--- config.mk ---
export PLATFORM = sky130hd
export DESIGN_NAME = prog_chain_loader
export DESIGN_NICKNAME = d
export VERILOG_FILES = /design/src/rtl/prog_chain_loader.sv
export SDC_FILE = /design/constraint.sdc
export NUM_CORES = 1
export LEC_CHECK = 0
export ABC_AREA = 1
export BUFFER_PORTS_ARGS = -buffer_cell sky130_fd_sc_hd__buf_2
export CAP_MARGIN = 20
export CORE_ASPECT_RATIO = 0.8
export CORE_MARGIN = 4
export CORE_UTILIZATION = 57
export DETAILED_ROUTE_END_ITERATION = 10
export GPL_TIMING_DRIVEN = 0
export MAX_ROUTING_LAYER = met4
export PLACE_DENSITY = 0.89
export RECOVER_POWER = 50
export SYNTH_ARGS = -nofsm -noshare
export SYNTH_HDL_FRONTEND = slang
export SYNTH_SLANG_ARGS = --single-unit
--- constraint.sdc ---
create_clock -name prog_clk -period 3.4 [get_ports prog_clk]
set_clock_uncertainty 0.05 [all_clocks]
set_input_delay 0.68 -clock prog_clk [delete_from_list [all_inputs] [get_ports prog_clk]]
set_output_delay 0.68 -clock prog_clk [all_outputs]
set_load 0.01 [all_outputs]
--- src/rtl/prog_chain_loader.sv ---
// Configuration shift-chain loader: serialises CHAIN_LEN bits from a
// valid/ready word stream onto the chain head and captures the bits leaving
// the chain tail as readback words.
//
// state  | meaning
// -------+---------------------------------------------------------------
// IDLE   | waiting for start; chain not shifting
// LOAD   | accepting words and issuing bits until CHAIN_LEN bits are out
// FINISH | one cycle: done pulse, final readback word if one is pending
module prog_chain_loader #(
    parameter int CHAIN_LEN = 12,
    parameter int WORD_W    = 8
) (
    input  logic              prog_clk,
    input  logic              prog_rst,
    input  logic              start,
    input  logic [WORD_W-1:0] cfg_data,
    input  logic              cfg_valid,
    output logic              cfg_ready,
    output logic              chain_en,
    output logic              chain_din,
    input  logic              chain_tail,
    output logic [WORD_W-1:0] rb_data,
    output logic              rb_valid,
    output logic              busy,
    output logic              done
);

    localparam int NUM_WORDS = (CHAIN_LEN + WORD_W - 1) / WORD_W;
    localparam int BIT_CW    = $clog2(CHAIN_LEN + 1);
    localparam int BUF_CW    = $clog2(WORD_W + 1);
    localparam int WRD_CW    = $clog2(NUM_WORDS + 1);
    localparam int LAST_BITS = CHAIN_LEN - (NUM_WORDS - 1) * WORD_W;
    // Left-align shift for a trailing partial readback word (0 when exact).
    localparam int RB_PAD    = (WORD_W - (CHAIN_LEN % WORD_W)) % WORD_W;

    localparam logic [BIT_CW-1:0] CHAIN_LEN_C  = BIT_CW'(CHAIN_LEN);
    localparam logic [BUF_CW-1:0] WORD_W_C     = BUF_CW'(WORD_W);
    localparam logic [BUF_CW-1:0] WORD_LAST_C  = BUF_CW'(WORD_W - 1);
    localparam logic [BUF_CW-1:0] LAST_BITS_C  = BUF_CW'(LAST_BITS);
    localparam logic [WRD_CW-1:0] NUM_WORDS_C  = WRD_CW'(NUM_WORDS);
    localparam logic [WRD_CW-1:0] LAST_WORD_C  = WRD_CW'(NUM_WORDS - 1);

    typedef enum logic [1:0] {
        S_IDLE   = 2'd0,
        S_LOAD   = 2'd1,
        S_FINISH = 2'd2
    } state_t;

    state_t state;
    state_t state_nxt;

    logic [WORD_W-1:0] buf_q;
    logic [BUF_CW-1:0] buf_cnt;
    logic [WRD_CW-1:0] words_acc;
    logic [BIT_CW-1:0] bits_sent;
    logic [WORD_W-1:0] rb_shift;
    logic [BUF_CW-1:0] rb_cnt;

    logic              issue;
    logic              last_sample;
    logic              xfer;
    logic [WORD_W-1:0] rb_next;

    // A bit leaves the buffer whenever LOAD has buffered bits.
    assign issue       = (state == S_LOAD) && (buf_cnt != '0);
    // The cycle showing the final chain_en=1; its edge ends the pass.
    assign last_sample = (state == S_LOAD) && (bits_sent == CHAIN_LEN_C);
    assign xfer        = cfg_valid && cfg_ready;
    assign rb_next     = {rb_shift[WORD_W-2:0], chain_tail};

    // State register.
    always_ff @(posedge prog_clk) begin
        if (prog_rst) begin
            state <= S_IDLE;
        end else begin
            state <= state_nxt;
        end
    end

    // Next-state and decoded outputs; ready also opens while the last buffered bit leaves.
    always_comb begin
        state_nxt = state;
        busy      = 1'b0;
        done      = 1'b0;
        cfg_ready = 1'b0;
        case (state)
            S_IDLE: begin
                if (start) begin
                    state_nxt = S_LOAD;
                end
            end
            S_LOAD: begin
                busy      = 1'b1;
                cfg_ready = (words_acc < NUM_WORDS_C) &&
                            ((buf_cnt == '0) || ((buf_cnt == BUF_CW'(1)) && issue));
                if (last_sample) begin
                    state_nxt = S_FINISH;
                end
            end
            S_FINISH: begin
                busy      = 1'b1;
                done      = 1'b1;
                state_nxt = S_IDLE;
            end
            default: begin
                state_nxt = S_IDLE;
            end
        endcase
    end

    // Word buffer, bit issue and counters.
    always_ff @(posedge prog_clk) begin
        if (prog_rst) begin
            buf_q     <= '0;
            buf_cnt   <= '0;
            words_acc <= '0;
            bits_sent <= '0;
            chain_en  <= 1'b0;
            chain_din <= 1'b0;
        end else begin
            chain_en <= issue;
            if (state == S_IDLE && start) begin
                buf_cnt   <= '0;
                words_acc <= '0;
                bits_sent <= '0;
            end
            if (issue) begin
                chain_din <= buf_q[WORD_W-1];
                bits_sent <= bits_sent + BIT_CW'(1);
            end
            if (xfer) begin
                buf_q     <= cfg_data;
                buf_cnt   <= (words_acc == LAST_WORD_C) ? LAST_BITS_C : WORD_W_C;
                words_acc <= words_acc + WRD_CW'(1);
            end else if (issue) begin
                buf_q   <= buf_q << 1;
                buf_cnt <= buf_cnt - BUF_CW'(1);
            end
        end
    end

    // Readback capture: the tail bit is taken on every edge the chain shifts.
    always_ff @(posedge prog_clk) begin
        if (prog_rst) begin
            rb_shift <= '0;
            rb_cnt   <= '0;
            rb_data  <= '0;
            rb_valid <= 1'b0;
        end else begin
            rb_valid <= 1'b0;
            if (state == S_IDLE && start) begin
                rb_shift <= '0;
                rb_cnt   <= '0;
            end
            if (chain_en) begin
                if (rb_cnt == WORD_LAST_C) begin
                    rb_data  <= rb_next;
                    rb_valid <= 1'b1;
                    rb_shift <= '0;
                    rb_cnt   <= '0;
                end else if (last_sample) begin
                    rb_data  <= rb_next << RB_PAD;
                    rb_valid <= 1'b1;
                    rb_shift <= '0;
                    rb_cnt   <= '0;
                end else begin
                    rb_shift <= rb_next;
                    rb_cnt   <= rb_cnt + BUF_CW'(1);
                end
            end
        end
    end

endmodule

After elaboration in Yosys (flattened, before gate mapping)
Cells that the tools add are included.
{"block": "totals", "reg_bits": 42, "out_inout_bits": 14}
{"block": "classes", "add_sub_neg": 4, "muxes": 26, "bitwise_logic": 1, "n_eq_ne": 8, "n_reduce_logical": 20, "magnitude_cmp": 1}
{"cell": "2-to-1 mux 4 bit", "n": 8}
{"cell": "2-to-1 mux 8 bit", "n": 4}
{"cell": "2-to-1 mux 7 bit", "n": 4}
{"cell": "nonzero test 2 bit", "n": 5}
{"cell": "adder 4 x 1 -> 4 bit (second input constant)", "n": 2}
{"cell": "2-to-1 mux 2 bit", "n": 4}
{"cell": "logical AND 1 bit", "n": 6}
{"cell": "2-to-1 mux 1 bit", "n": 5}
{"cell": "== test 2 x 1 -> 1 bit (second input constant)", "n": 2}
{"cell": "== test 4 x 1 -> 1 bit (second input constant)", "n": 1}
{"cell": "== test 4 x 3 -> 1 bit (second input constant)", "n": 1}
{"cell": "== test 4 bit (second input constant)", "n": 1}
{"cell": "logical NOT 4 bit", "n": 1}
{"cell": "inequality test 2 bit (second input constant)", "n": 2}
{"cell": "case mux 2 bit (2 select lines)", "n": 1}
{"cell": "AND reduction 2 bit", "n": 2}
{"cell": "nonzero test 4 bit", "n": 1}
{"cell": "OR reduction 2 bit", "n": 2}
{"cell": "subtractor 4 x 1 -> 4 bit (second input constant)", "n": 1}
{"cell": "nonzero test 3 bit", "n": 1}
{"cell": "adder 2 x 1 -> 2 bit (second input constant)", "n": 1}
{"cell": "== test 2 bit (second input constant)", "n": 1}
{"cell": "logical NOT 2 bit", "n": 1}
{"cell": "less-than comparator 2 bit (second input constant)", "n": 1}
{"cell": "other kinds (2)", "n": 2}

Longest topological paths before layout
Gate-level depths: netlist of the first run.
{"block": "logic_depth", "depth_word": 8, "ltp_mapped": 11}

Worst setup path before layout of the first run
OpenSTA, ideal clock, no wires.
{"block": "synth_path", "kind": "reg2out", "startpoint": "register buf_cnt[0]", "endpoint": "output cfg_ready", "stages_incl_launch_ff": 6, "required_time_ns": 2.670, "slack_ns": 1.606, "path_buffers": 0, "t_arrival_ns": 1.064, "path_cell_list": "dfxtp_1 -> inv_1 -> ha_1 -> or2_4 -> nand2_1 -> inv_1"}
{"block": "synth_between", "elab_chain_len": 6, "elab_cells_between_ends": 8}
{"element": "from (decl)", "line": "54", "text": "logic [BUF_CW-1:0] buf_cnt;"}
{"element": "from (signal assigned)", "line": "134", "text": "buf_cnt <= (words_acc == LAST_WORD_C) ? LAST_BITS_C : WORD_W_C;"}
{"element": "from (signal assigned)", "line": "138", "text": "buf_cnt <= buf_cnt - BUF_CW'(1);"}
{"element": "nonzero test 4 bit", "line": "66", "text": "assign issue = (state == S_LOAD) && (buf_cnt != '0);"}
{"element": "logical AND 1 bit", "line": "66"}
{"element": "logical AND 1 bit", "line": "96", "text": "((buf_cnt == '0) || ((buf_cnt == BUF_CW'(1)) && issue));"}
{"element": "logical OR 1 bit *", "line": "96"}
{"element": "logical AND 1 bit *", "line": "95", "text": "cfg_ready = (words_acc < NUM_WORDS_C) &&"}
{"element": "2-to-1 mux 1 bit *", "line": "87", "text": "case (state)"}
{"element": "to (decl)", "line": "19", "text": "output logic cfg_ready,"}
Mark *: on every way between the ends. The rest lies on a longest branch, timed or not.

Worst setup path after layout of the first run
{"block": "layout_path", "startpoint": "register state[1]", "endpoint": "output cfg_ready"}
{"block": "layout_between", "elab_chain_len": 6}
{"element": "from (decl)", "line": "50", "text": "state_t state;"}
{"element": "from (signal assigned)", "line": "77", "text": "state <= state_nxt;"}
{"element": "== test 2 x 1 -> 1 bit *", "line": "66, 87"}
{"element": "logical AND 1 bit", "line": "66"}
{"element": "logical AND 1 bit", "line": "96"}
{"element": "logical OR 1 bit", "line": "96"}
{"element": "logical AND 1 bit", "line": "95"}
{"element": "2-to-1 mux 1 bit *", "line": "87"}
Marked as above.

==> out/metrics.csv, run 1 <==
stage,metric,value,unit
timing,report.final.hold_viol_count,0,
die,core_region_area,3490,um2
detailed_routing,drt-total-wl,4240,um
detailed_routing,drc,0,
layout,stdcell_area,2320,um2
die,die_width,75.8,um
detailed_routing,final_antenna_net_count,0,
synthesis,number_of_flops_mapped_to_enable_cells_by_yosys,0,
timing,layout_setup_ws,0.774,ns
timing,final_sum_of_negative_setup_slack,0,ns
critical_path,critPathKind,register to output port,
synthesis,postSynth.topFlopCell,sky130_fd_sc_hd__dfxtp_1,
clock_network,clkLatencyLatePin,0.30,ns
synthesis,ys_seq_elements,42,
clock_network,clk_pin_slew_worst_paths,0.08,ns
die,die_height,62.3,um
die,num_rows,19,
detailed_routing,via_per_inst,5.26,
synthesis,synth_cells,275,
clock_network,cts_num_sinks,42,
timing,timing.fmax,381,MHz
clock_network,cts_hold_buffers,0,
placement,place_hpwl,3090,um
timing,max_slew.worst_pin.slew,0.929,ns
synthesis,syn-cell-area,2100,um2
timing,rsz0062_at_grt,false,
clock_network,tritoncts,yes,
synthesis,ys_warn_count,0,
placement,dp_slack,1.45,ns
detailed_routing,wl_per_cell,12.1,um
synthesis,synth.top_cells.by_count,"57 x sky130_fd_sc_hd__nand2_1, 42 x sky130_fd_sc_hd__dfxtp_1, 34 x sky130_fd_sc_hd__inv_1",
die,die-area,4720,um2
synthesis,synth.distinct_cells,34,
clock_network,clock_tree.htree_level_count,2,
synthesis,synth_most_common_cell,sky130_fd_sc_hd__nand2_1,
timing,min_period,2.63,ns
synthesis,post_synth.cell_area_avg,7.63,um2
timing,post-route-period-util,77.2,%
power,irDropWorstVdd,0.000473,V
critical_path,r2r-end,bits_sent[3],
synthesis,yosys.area.top_type_share,40.1,%
synthesis,net_count_synth,299,
worst_hold_path,worstHoldPathType,register to register,
synthesis,synth-async-reset-ratio,0,%
global_route,grt.total_usage,20.5,%
detailed_routing,drt-pass1-iter-count,4,
synthesis,synth_seq_area_share,40.1,%
global_route,globalRoute.totalOverflow,0,
layout,diodes,0,
global_route,largest_net_degree_at_the_start_of_global_routing,15,
critical_path,arr_time_crit_path,1.90,ns
critical_path,worstPathRequired,2.67,ns
critical_path,worstSetupEndpointType,output port,
detailed_routing,detail_route.iter0.violations,126,
timing,slew_viol_final,0,
placement,gpl.final_weighted_congestion,0.823,
layout,layout-drive-gt1-share,14.6,%
power,power,0.00153,W
critical_path,regToRegSetupSlack,0.78,ns
critical_path,critPathMaxFanout,7,
layout,synthToLayoutAreaGrowth,10.5,%
layout,area_used_by_sequential_logic_in_the_layout,841,um2
status,outcome,completed,
clock_network,postCtsSetupBuffers,0,
clock_network,cts_buffers,5,
job,max_cap_viol_count,0,
timing,finalSetupViolations,0,
die,design.portCount,27,
worst_hold_path,worst_hold_path.num_cells,2,
layout,final_stage_net_count,332,
clock_network,clockBufferDepth,2,
critical_path,start_kind,register,
die,initial_core_util,60.0,%
global_route,first_global_vias,1738,
worst_hold_path,startpoint_of_the_lowest_slack_hold_path,rb_data[1],
worst_hold_path,hold_path_end,rb_data[1],
power,power.static_leakage,0.970,nW
clock_network,cts_root_buffer,sky130_fd_sc_hd__clkbuf_8,
critical_path,rr_worst_depth,7,
clock_network,post_cts_resized,0,
layout,filler_cell_count,307,
layout,multi_input_area,1030,um2
global_route,grt_first_pass_wirelength,7370,um
placement,dp.cells,343,
placement,post_dp_cell_area,2280,um2
timing,maxSlewHeadroom,37.5,%
critical_path,worst_r2r_startpoint,state[1],
global_route,antenna_found_initial,0,
placement,numPortBuffers,26,
synthesis,synth_top_cells_by_area,"sky130_fd_sc_hd__dfxtp_1 40%, sky130_fd_sc_hd__nand2_1 10%, sky130_fd_sc_hd__ha_1 6.6%",
detailed_routing,dr_total_vias,1845,
power,pwr_density_cell,659,nW/um2
synthesis,synth_top_area_cell,sky130_fd_sc_hd__dfxtp_1,
layout,fin_cells,351,
## worst max-delay path, stage by stage (launching register included)
cell                       delay, ns
sky130_fd_sc_hd__dfxtp_1        0.33
sky130_fd_sc_hd__inv_1          0.09
sky130_fd_sc_hd__ha_1           0.15
sky130_fd_sc_hd__clkbuf_1       0.39
sky130_fd_sc_hd__nand2_4        0.07
sky130_fd_sc_hd__nor2_1         0.31
sky130_fd_sc_hd__nand2_1        0.09
sky130_fd_sc_hd__inv_1          0.06
sky130_fd_sc_hd__buf_2          0.12
## where the power goes
group / internal (W) / leakage, nW / total (W) / switching [W]
registers: 0.000563 / 0.340 / 0.000613 / 0.0000501
logic: 0.000212 / 0.586 / 0.000586 / 0.000374
clock network: 0.000144 / 0.0441 / 0.000327 / 0.000183
total: 0.000919 / 0.970 / 0.00153 / 0.000607
## per-stage QoR
stage	hold slack [ns]	util (%)
after CTS	0.412	67.8
after global placement	0.397	65.2
after floorplan	0.386	-
final	0.414	66.3
after detailed placement	0.399	65.2
after global routing	0.441	66.3
## cell type report
class | instances | share of cell area [%]
inverters | 34 | 5.51
plain buffers | 10 | 2.38
well taps | 42 | 2.27
clock inverters | 3 | 0.918
multi-input cells | 189 | 44.7
clock buffers | 5 | 2.97
flip-flops and latches | 42 | 36.3
repair buffers | 26 | 5.02
## cells by family (layout without fill, tap and decap cells)
kind of cell,Yosys count,in the layout,share of synthesized area [%]
simple gates,115,115,25.3
compound gates,59,59,17.1
buf+inv,44,78,9.25
flops,42,42,40.1
fa+ha+maj,11,11,6.56
xor+xnor,4,4,1.67
## metal layers
layer / vias to the layer above / part of all wire, % / GRT usage, %
met5: - / 0 / -
met4: 0 / 1.7 / 8.08
met3: 7 / 6.5 / 4.84
met2: 43 / 45 / 30.8
met1: 835 / 46 / 26.1
li1: 960 / - / -
## worst max-delay path by stage
stage / slack (ns) / depth (start not counted) / end / from
floorplan: 1.61 / 5 / cfg_ready / buf_cnt[0]
global placement: 1.48 / 6 / cfg_ready / buf_cnt[0]
detailed placement: 1.45 / 6 / cfg_ready / buf_cnt[0]
CTS: 1.12 / 6 / cfg_ready / buf_cnt[0]
global route: 0.57 / 7 / bits_sent[3] / state[1]
finish: 0.77 / 8 / cfg_ready / state[1]
## sequential cells by signal, indices dropped and copies added, names as in the netlist
signal / flops
buf_q: 8
rb_data: 8
rb_shift: 7
bits_sent: 4
buf_cnt: 4
rb_cnt: 4
state: 2
words_acc: 2
chain_din: 1
chain_en: 1
rb_valid: 1
## cells in the final DEF, fill, tap and decap left out, types with 7 or more instances in the layout
| cell | count |
|---|---|
| sky130_fd_sc_hd__nand3_1 | 9 |
| sky130_fd_sc_hd__inv_1 | 34 |
| sky130_fd_sc_hd__ha_1 | 11 |
| sky130_fd_sc_hd__buf_2 | 17 |
| sky130_fd_sc_hd__clkbuf_1 | 17 |
| sky130_fd_sc_hd__o21ai_0 | 19 |
| sky130_fd_sc_hd__nand2_1 | 58 |
| sky130_fd_sc_hd__dfxtp_1 | 42 |
| sky130_fd_sc_hd__nor2_1 | 29 |
| sky130_fd_sc_hd__a21oi_1 | 24 |
| sky130_fd_sc_hd__nand4_1 | 7 |
Power figures use the tool's default switching activity.
==> run 2: changes to the inputs <==
--- a/config.mk
+++ b/config.mk
@@ -10,11 +10,11 @@
 export CAP_MARGIN = 20
 export CORE_ASPECT_RATIO = 0.8
 export CORE_MARGIN = 4
-export CORE_UTILIZATION = 57
+export CORE_UTILIZATION = 51
 export DETAILED_ROUTE_END_ITERATION = 10
 export GPL_TIMING_DRIVEN = 0
 export MAX_ROUTING_LAYER = met4
-export PLACE_DENSITY = 0.89
+export PLACE_DENSITY = 0.85
 export RECOVER_POWER = 50
 export SYNTH_ARGS = -nofsm -noshare
 export SYNTH_HDL_FRONTEND = slang
==> constraint.sdc (replaced) <==
create_clock -name prog_clk -period 2.4 [get_ports prog_clk]
set_clock_uncertainty 0.05 [all_clocks]
set_input_delay 0.48 -clock prog_clk [delete_from_list [all_inputs] [get_ports prog_clk]]
set_output_delay 0.48 -clock prog_clk [all_outputs]
set_load 0.01 [all_outputs]
==> run 2 against run 1 <==
  * First-iteration DRC count up 48%
  * Register-to-register slack worse by 0.46 ns
  * Cell count up 3.7%
  * Critical endpoint is now bits_sent[2]
  * Largest cell class unchanged
  * Worst setup slack worse by 0.45 ns
==> out/metrics.csv, run 2 (synthesis gave the netlist of run 1 again) <==
stage,metric,value,unit,change
placement,place_hpwl,3070,um,-0.62%
timing,max_slew.worst_pin.slew,0.853,ns,-0.0758 ns
clock_network,postCtsSetupBuffers,0,,unchanged
detailed_routing,detail_route.iter0.violations,187,,+48%
critical_path,critPathMaxFanout,10,,+3
critical_path,worstSetupEndpointType,register,,
clock_network,cts_num_sinks,42,,unchanged
critical_path,worstPathRequired,2.58,ns,-0.09 ns
critical_path,critPathKind,register to register,,
global_route,globalRoute.totalOverflow,0,,unchanged
placement,dp.cells,356,,+3.8%
layout,synthToLayoutAreaGrowth,11.9,%,
die,initial_core_util,54.1,%,-5.9 points
clock_network,clkLatencyLatePin,0.30,ns,about the same
timing,rsz0062_at_grt,false,,
placement,numPortBuffers,26,,unchanged
layout,final_stage_net_count,332,,unchanged
status,outcome,completed,,
die,die_width,79.7,um,+5.1%
die,design.portCount,27,,unchanged
timing,timing.fmax,481,MHz,
layout,layout.cells.most_common_list,"58 x sky130_fd_sc_hd__nand2_1, 42 x sky130_fd_sc_hd__dfxtp_1, 34 x sky130_fd_sc_hd__inv_1, 28 x sky130_fd_sc_hd__nor2_1, 24 x sky130_fd_sc_hd__a21oi_1",,
timing,final.hold.worst_slack,0.354,ns,-0.0596 ns
clock_network,cts_hold_buffers,0,,unchanged
power,irDropWorstVdd,0.000589,V,+25%
global_route,grt_first_pass_wirelength,7100,um,-3.7%
clock_network,tritoncts,yes,,
layout,fin_cells,364,,+3.7%
detailed_routing,wl_per_cell,11.3,um,-6.2%
critical_path,arr_time_crit_path,2.26,ns,+0.36 ns
worst_hold_path,worstHoldPathType,input port to register,,
global_route,grt.total_usage,17.8,%,-2.7 points
clock_network,clock_tree.htree_level_count,2,,unchanged
timing,report.final.hold_viol_count,0,,unchanged
job,max_cap_viol_count,0,,unchanged
clock_network,post_cts_resized,0,,unchanged
detailed_routing,via_per_inst,5.03,,-4.3%
power,power.static_leakage,0.974,nW,+0.38%
detailed_routing,drc,0,,unchanged
detailed_routing,final_antenna_net_count,0,,unchanged
clock_network,cts_buffers,5,,unchanged
die,die-area,5210,um2,+10%
layout,multi_input_area,1040,um2,+0.24%
die,num_rows,20,,+1
timing,slew_viol_final,0,,unchanged
power,pwr_density_cell,935,nW/um2,+42%
clock_network,cts_root_buffer,sky130_fd_sc_hd__clkbuf_8,,
timing,final_sum_of_negative_setup_slack,0,ns,unchanged
timing,maxSlewHeadroom,42.6,%,+5.1 points
critical_path,start_kind,register,,
detailed_routing,drt-total-wl,4120,um,-2.7%
timing,finalSetupViolations,0,,unchanged
layout,layout-drive-gt1-share,14.9,%,+0.32 points
placement,gpl.final_weighted_congestion,0.852,,+3.5%
die,core_region_area,3880,um2,+11%
layout,biggestRegsByFlops,"buf_q x8, rb_data x8, rb_shift x7",,
global_route,antenna_found_initial,0,,unchanged
timing,min_period,2.08,ns,
global_route,largest_net_degree_at_the_start_of_global_routing,15,,unchanged
detailed_routing,drt-pass1-iter-count,4,,unchanged
layout,commonest_non_fill_non_tap_cell_in_the_layout,sky130_fd_sc_hd__nand2_1,,
clock_network,clockBufferDepth,2,,unchanged
detailed_routing,dr_total_vias,1832,,-0.70%
layout,diodes,0,,unchanged
global_route,first_global_vias,1624,,-6.6%
timing,post-route-period-util,86.6,%,
layout,filler_cell_count,361,,+18%
layout,area_used_by_sequential_logic_in_the_layout,841,um2,unchanged
die,die_height,65.4,um,+5.0%
power,power,0.00219,W,+44%
clock_network,clk_pin_slew_worst_paths,0.08,ns,about the same
## run 2: cell types whose count changed in the layout (fill, tap and decap cells not counted)
cell	previous run	this run
sky130_fd_sc_hd__buf_2	17	16
sky130_fd_sc_hd__o31ai_1	0	1
sky130_fd_sc_hd__clkbuf_1	17	16
sky130_fd_sc_hd__nor2_1	29	28
sky130_fd_sc_hd__buf_6	2	3
sky130_fd_sc_hd__nor2_4	0	1
sky130_fd_sc_hd__buf_4	0	1
sky130_fd_sc_hd__o31ai_2	1	0
## run 2: where the power goes
group | switching, W | total, W | internal [W]
combinational | 0.000537 | 0.000863 | 0.000326
clock | 0.000257 | 0.000461 | 0.000204
sequential | 0.0000715 | 0.000869 | 0.000797
## run 2: final cells by class
class	count	area share (%)
multi-input cells	189	44.2
flip-flops and latches	42	35.8
inverters	34	5.44
repair buffers	26	4.91
clock buffers	5	2.93
well taps	55	2.93
plain buffers	10	2.83
clock inverters	3	0.907
## run 2: per-layer routing
layer  global-route usage (%)  routed length [um]
met1                     22.7                1980
met2                     27.9                1830
met3                     4.52                 264
met4                     5.15                  46
met5                        -                   0
## run 2: worst paths after layout
path	from	end	slack [ns]	depth (start not counted)
min reg2reg	rb_data[0]	rb_data[0]	0.42	2
max reg2reg	state[1]	bits_sent[2]	0.32	7
min	prog_rst	bits_sent[3]	0.35	2
max	state[1]	bits_sent[2]	0.32	7
## run 2: critical path: stages (launching register included)
cell                       delay [ns]
sky130_fd_sc_hd__dfxtp_1         0.33
sky130_fd_sc_hd__inv_1           0.10
sky130_fd_sc_hd__ha_1            0.17
sky130_fd_sc_hd__buf_6           0.14
sky130_fd_sc_hd__a21boi_0        0.70
sky130_fd_sc_hd__buf_4           0.31
sky130_fd_sc_hd__nand2_1         0.08
sky130_fd_sc_hd__a21oi_1         0.13
## run 2: metrics by stage
stage | instance area, um2 | setup WS, ns | util, %
after floorplan | 2100 | 0.806 | -
after global placement | 2300 | 0.677 | 59.2
after detailed placement | 2300 | 0.650 | 59.2
after CTS | 2390 | 0.317 | 61.5
after global routing | 2350 | 0.112 | 60.5
final | 2350 | 0.321 | 60.5
==> run 3: changes to the inputs <==
--- a/config.mk
+++ b/config.mk
@@ -9,7 +9,7 @@
 export BUFFER_PORTS_ARGS = -buffer_cell sky130_fd_sc_hd__buf_2
 export CAP_MARGIN = 20
 export CORE_ASPECT_RATIO = 0.8
-export CORE_MARGIN = 4
+export CORE_MARGIN = 5
 export CORE_UTILIZATION = 51
 export DETAILED_ROUTE_END_ITERATION = 10
 export GPL_TIMING_DRIVEN = 0
==> run 3 against run 2 <==
  * First-iteration DRC count is 33% lower
  * Cell area grew 0.75%
  * Clock power rose by 24%
  * Utilization is 0.45 points higher
  * Critical path type unchanged
  * Largest power group unchanged
==> out/metrics.csv, run 3 (synthesis gave the netlist of run 1 again) <==
stage,metric,value,unit,change
critical_path,worstPathRequired,2.59,ns,about the same
die,initial_core_util,54.1,%,unchanged
clock_network,cts_hold_buffers,0,,unchanged
placement,place_hpwl,3150,um,+2.5%
die,die-area,5500,um2,+5.6%
clock_network,cts_num_sinks,42,,unchanged
placement,dp_slack,0.656,ns,+0.00573 ns
detailed_routing,dr_total_vias,1797,,-1.9%
clock_network,post_cts_resized,0,,unchanged
timing,max_slew.worst_pin.slew,0.901,ns,+0.0471 ns
die,core_region_area,3880,um2,unchanged
layout,biggestRegsByFlops,"buf_q x8, rb_data x8, rb_shift x7",,
layout,layout.cells.most_common_list,"58 x sky130_fd_sc_hd__nand2_1, 42 x sky130_fd_sc_hd__dfxtp_1, 34 x sky130_fd_sc_hd__inv_1, 28 x sky130_fd_sc_hd__nor2_1, 25 x sky130_fd_sc_hd__a21oi_1",,
placement,gpl.final_weighted_congestion,0.869,,+2.1%
critical_path,worstSetupEndpointType,register,,
die,die_height,67.4,um,+3.1%
worst_hold_path,worstHoldPathType,input port to register,,
critical_path,arr_time_crit_path,2.30,ns,+0.04 ns
timing,layout_setup_ws,0.284,ns,-0.0366 ns
power,pwr_density_cell,967,nW/um2,+3.5%
global_route,grt_first_pass_wirelength,7230,um,+1.8%
timing,final_sum_of_negative_setup_slack,0,ns,unchanged
critical_path,start_kind,register,,
die,design.portCount,27,,unchanged
timing,timing.fmax,473,MHz,-1.7%
global_route,antenna_found_initial,0,,unchanged
layout,synthToLayoutAreaGrowth,12.7,%,
timing,rsz0062_at_grt,false,,
detailed_routing,drt-total-wl,4290,um,+4.2%
critical_path,crit_path_max_incr_delay,0.73,ns,+0.03 ns
die,die_width,81.7,um,+2.5%
detailed_routing,drc,0,,unchanged
layout,layout-drive-gt1-share,15.2,%,+0.32 points
layout,filler_cell_count,358,,-0.83%
job,max_cap_viol_count,0,,unchanged
clock_network,clkLatencyLatePin,0.31,ns,about the same
global_route,first_global_vias,1643,,+1.2%
timing,report.final.hold_viol_count,0,,unchanged
placement,numPortBuffers,26,,unchanged
clock_network,cts_buffers,5,,unchanged
timing,min_period,2.12,ns,+0.0366 ns
detailed_routing,via_per_inst,4.94,,-1.9%
critical_path,critPathKind,register to register,,
clock_network,clock_tree.htree_level_count,2,,unchanged
clock_network,tritoncts,yes,,
detailed_routing,final_antenna_net_count,0,,unchanged
status,outcome,completed,,
timing,slew_viol_final,0,,unchanged
clock_network,clk_pin_slew_worst_paths,0.08,ns,about the same
critical_path,critPathMaxFanout,10,,unchanged
power,power.static_leakage,0.992,nW,+1.9%
layout,commonest_non_fill_non_tap_cell_in_the_layout,sky130_fd_sc_hd__nand2_1,,
critical_path,crit_slowest_cell,sky130_fd_sc_hd__a21boi_0,,
global_route,largest_net_degree_at_the_start_of_global_routing,15,,unchanged
detailed_routing,detail_route.iter0.violations,126,,-33%
global_route,globalRoute.totalOverflow,0,,unchanged
detailed_routing,drt-pass1-iter-count,4,,unchanged
detailed_routing,wl_per_cell,11.8,um,+4.2%
timing,post-route-period-util,88.2,%,+1.5 points
global_route,grt.total_usage,17.8,%,+0.050 points
power,irDropWorstVdd,0.000643,V,+9.2%
layout,final_stage_net_count,332,,unchanged
timing,maxSlewHeadroom,39.4,%,-3.2 points
clock_network,clockBufferDepth,2,,unchanged
clock_network,postCtsSetupBuffers,0,,unchanged
critical_path,crit_buf_inv,3,,unchanged
die,num_rows,20,,unchanged
power,power,0.00229,W,+4.3%
critical_path,crit_chain,"inv_1, ha_1, buf_6, a21boi_0, buf_4, nand2_1, a21oi_1",,
critical_path,worst_path_dominant_cell_family,compound AO/OA/AOI/OAI gates,,
clock_network,cts_root_buffer,sky130_fd_sc_hd__clkbuf_8,,
layout,diodes,0,,unchanged
timing,finalSetupViolations,0,,unchanged
[run 3: per-stage QoR]
step | hold WS, ns | cell area (um2) | instances | util, %
2_1_floorplan | 0.386 | 2100 | 275 | -
3_3_place_gp | 0.397 | 2300 | 356 | 59.2
3_5_place_dp | 0.400 | 2300 | 356 | 59.2
4_1_cts | 0.358 | 2410 | 364 | 62.1
5_1_grt | 0.367 | 2360 | 364 | 60.9
6_report | 0.365 | 2360 | 364 | 60.9
[run 3: worst reg2reg max path, stage by stage (launching register included)]
cell and delay, ns:
sky130_fd_sc_hd__dfxtp_1 0.33, sky130_fd_sc_hd__inv_1 0.10, sky130_fd_sc_hd__ha_1 0.16, sky130_fd_sc_hd__buf_6 0.13
sky130_fd_sc_hd__a21boi_0 0.73, sky130_fd_sc_hd__buf_4 0.32, sky130_fd_sc_hd__nand2_1 0.08, sky130_fd_sc_hd__a21oi_1 0.15
[run 3: final cells by class]
cell class	instances	area, um2	area share (%)
inverter	34	128	5.40
buffer	10	66.3	2.81
sequential	42	841	35.6
multi-input combinational	189	1030	43.6
timing repair buffer	26	116	4.92
clock buffer	5	68.8	2.91
clock inverter	3	43.8	1.85
tap	55	68.8	2.91
[run 3: power breakdown]
| group | internal [W] | total [W] | switching [W] |
|---|---|---|---|
| logic | 0.000318 | 0.000846 | 0.000527 |
| clock network | 0.000312 | 0.000571 | 0.000260 |
| registers | 0.000797 | 0.000870 | 0.0000727 |
| total | 0.00143 | 0.00229 | 0.000859 |
[run 3: final timing paths]
kind / start / endpoint / slack (ns) / cells past startpoint
hold reg to reg: rb_data[1] / rb_data[1] / 0.41 / 2
setup reg to reg: state[1] / bits_sent[2] / 0.28 / 7
setup / recovery: state[1] / bits_sent[2] / 0.28 / 7
hold / removal: prog_rst / bits_sent[3] / 0.37 / 2
[run 3: per-layer routing]
metal  vias to the layer above  GRT usage, %  wire length, um
met5                         -             -                0
met4                         0          6.85               60
met3                         7          5.60              249
met2                        36          27.3             1910
met1                       799          22.0             2070
li1                        955             -                -
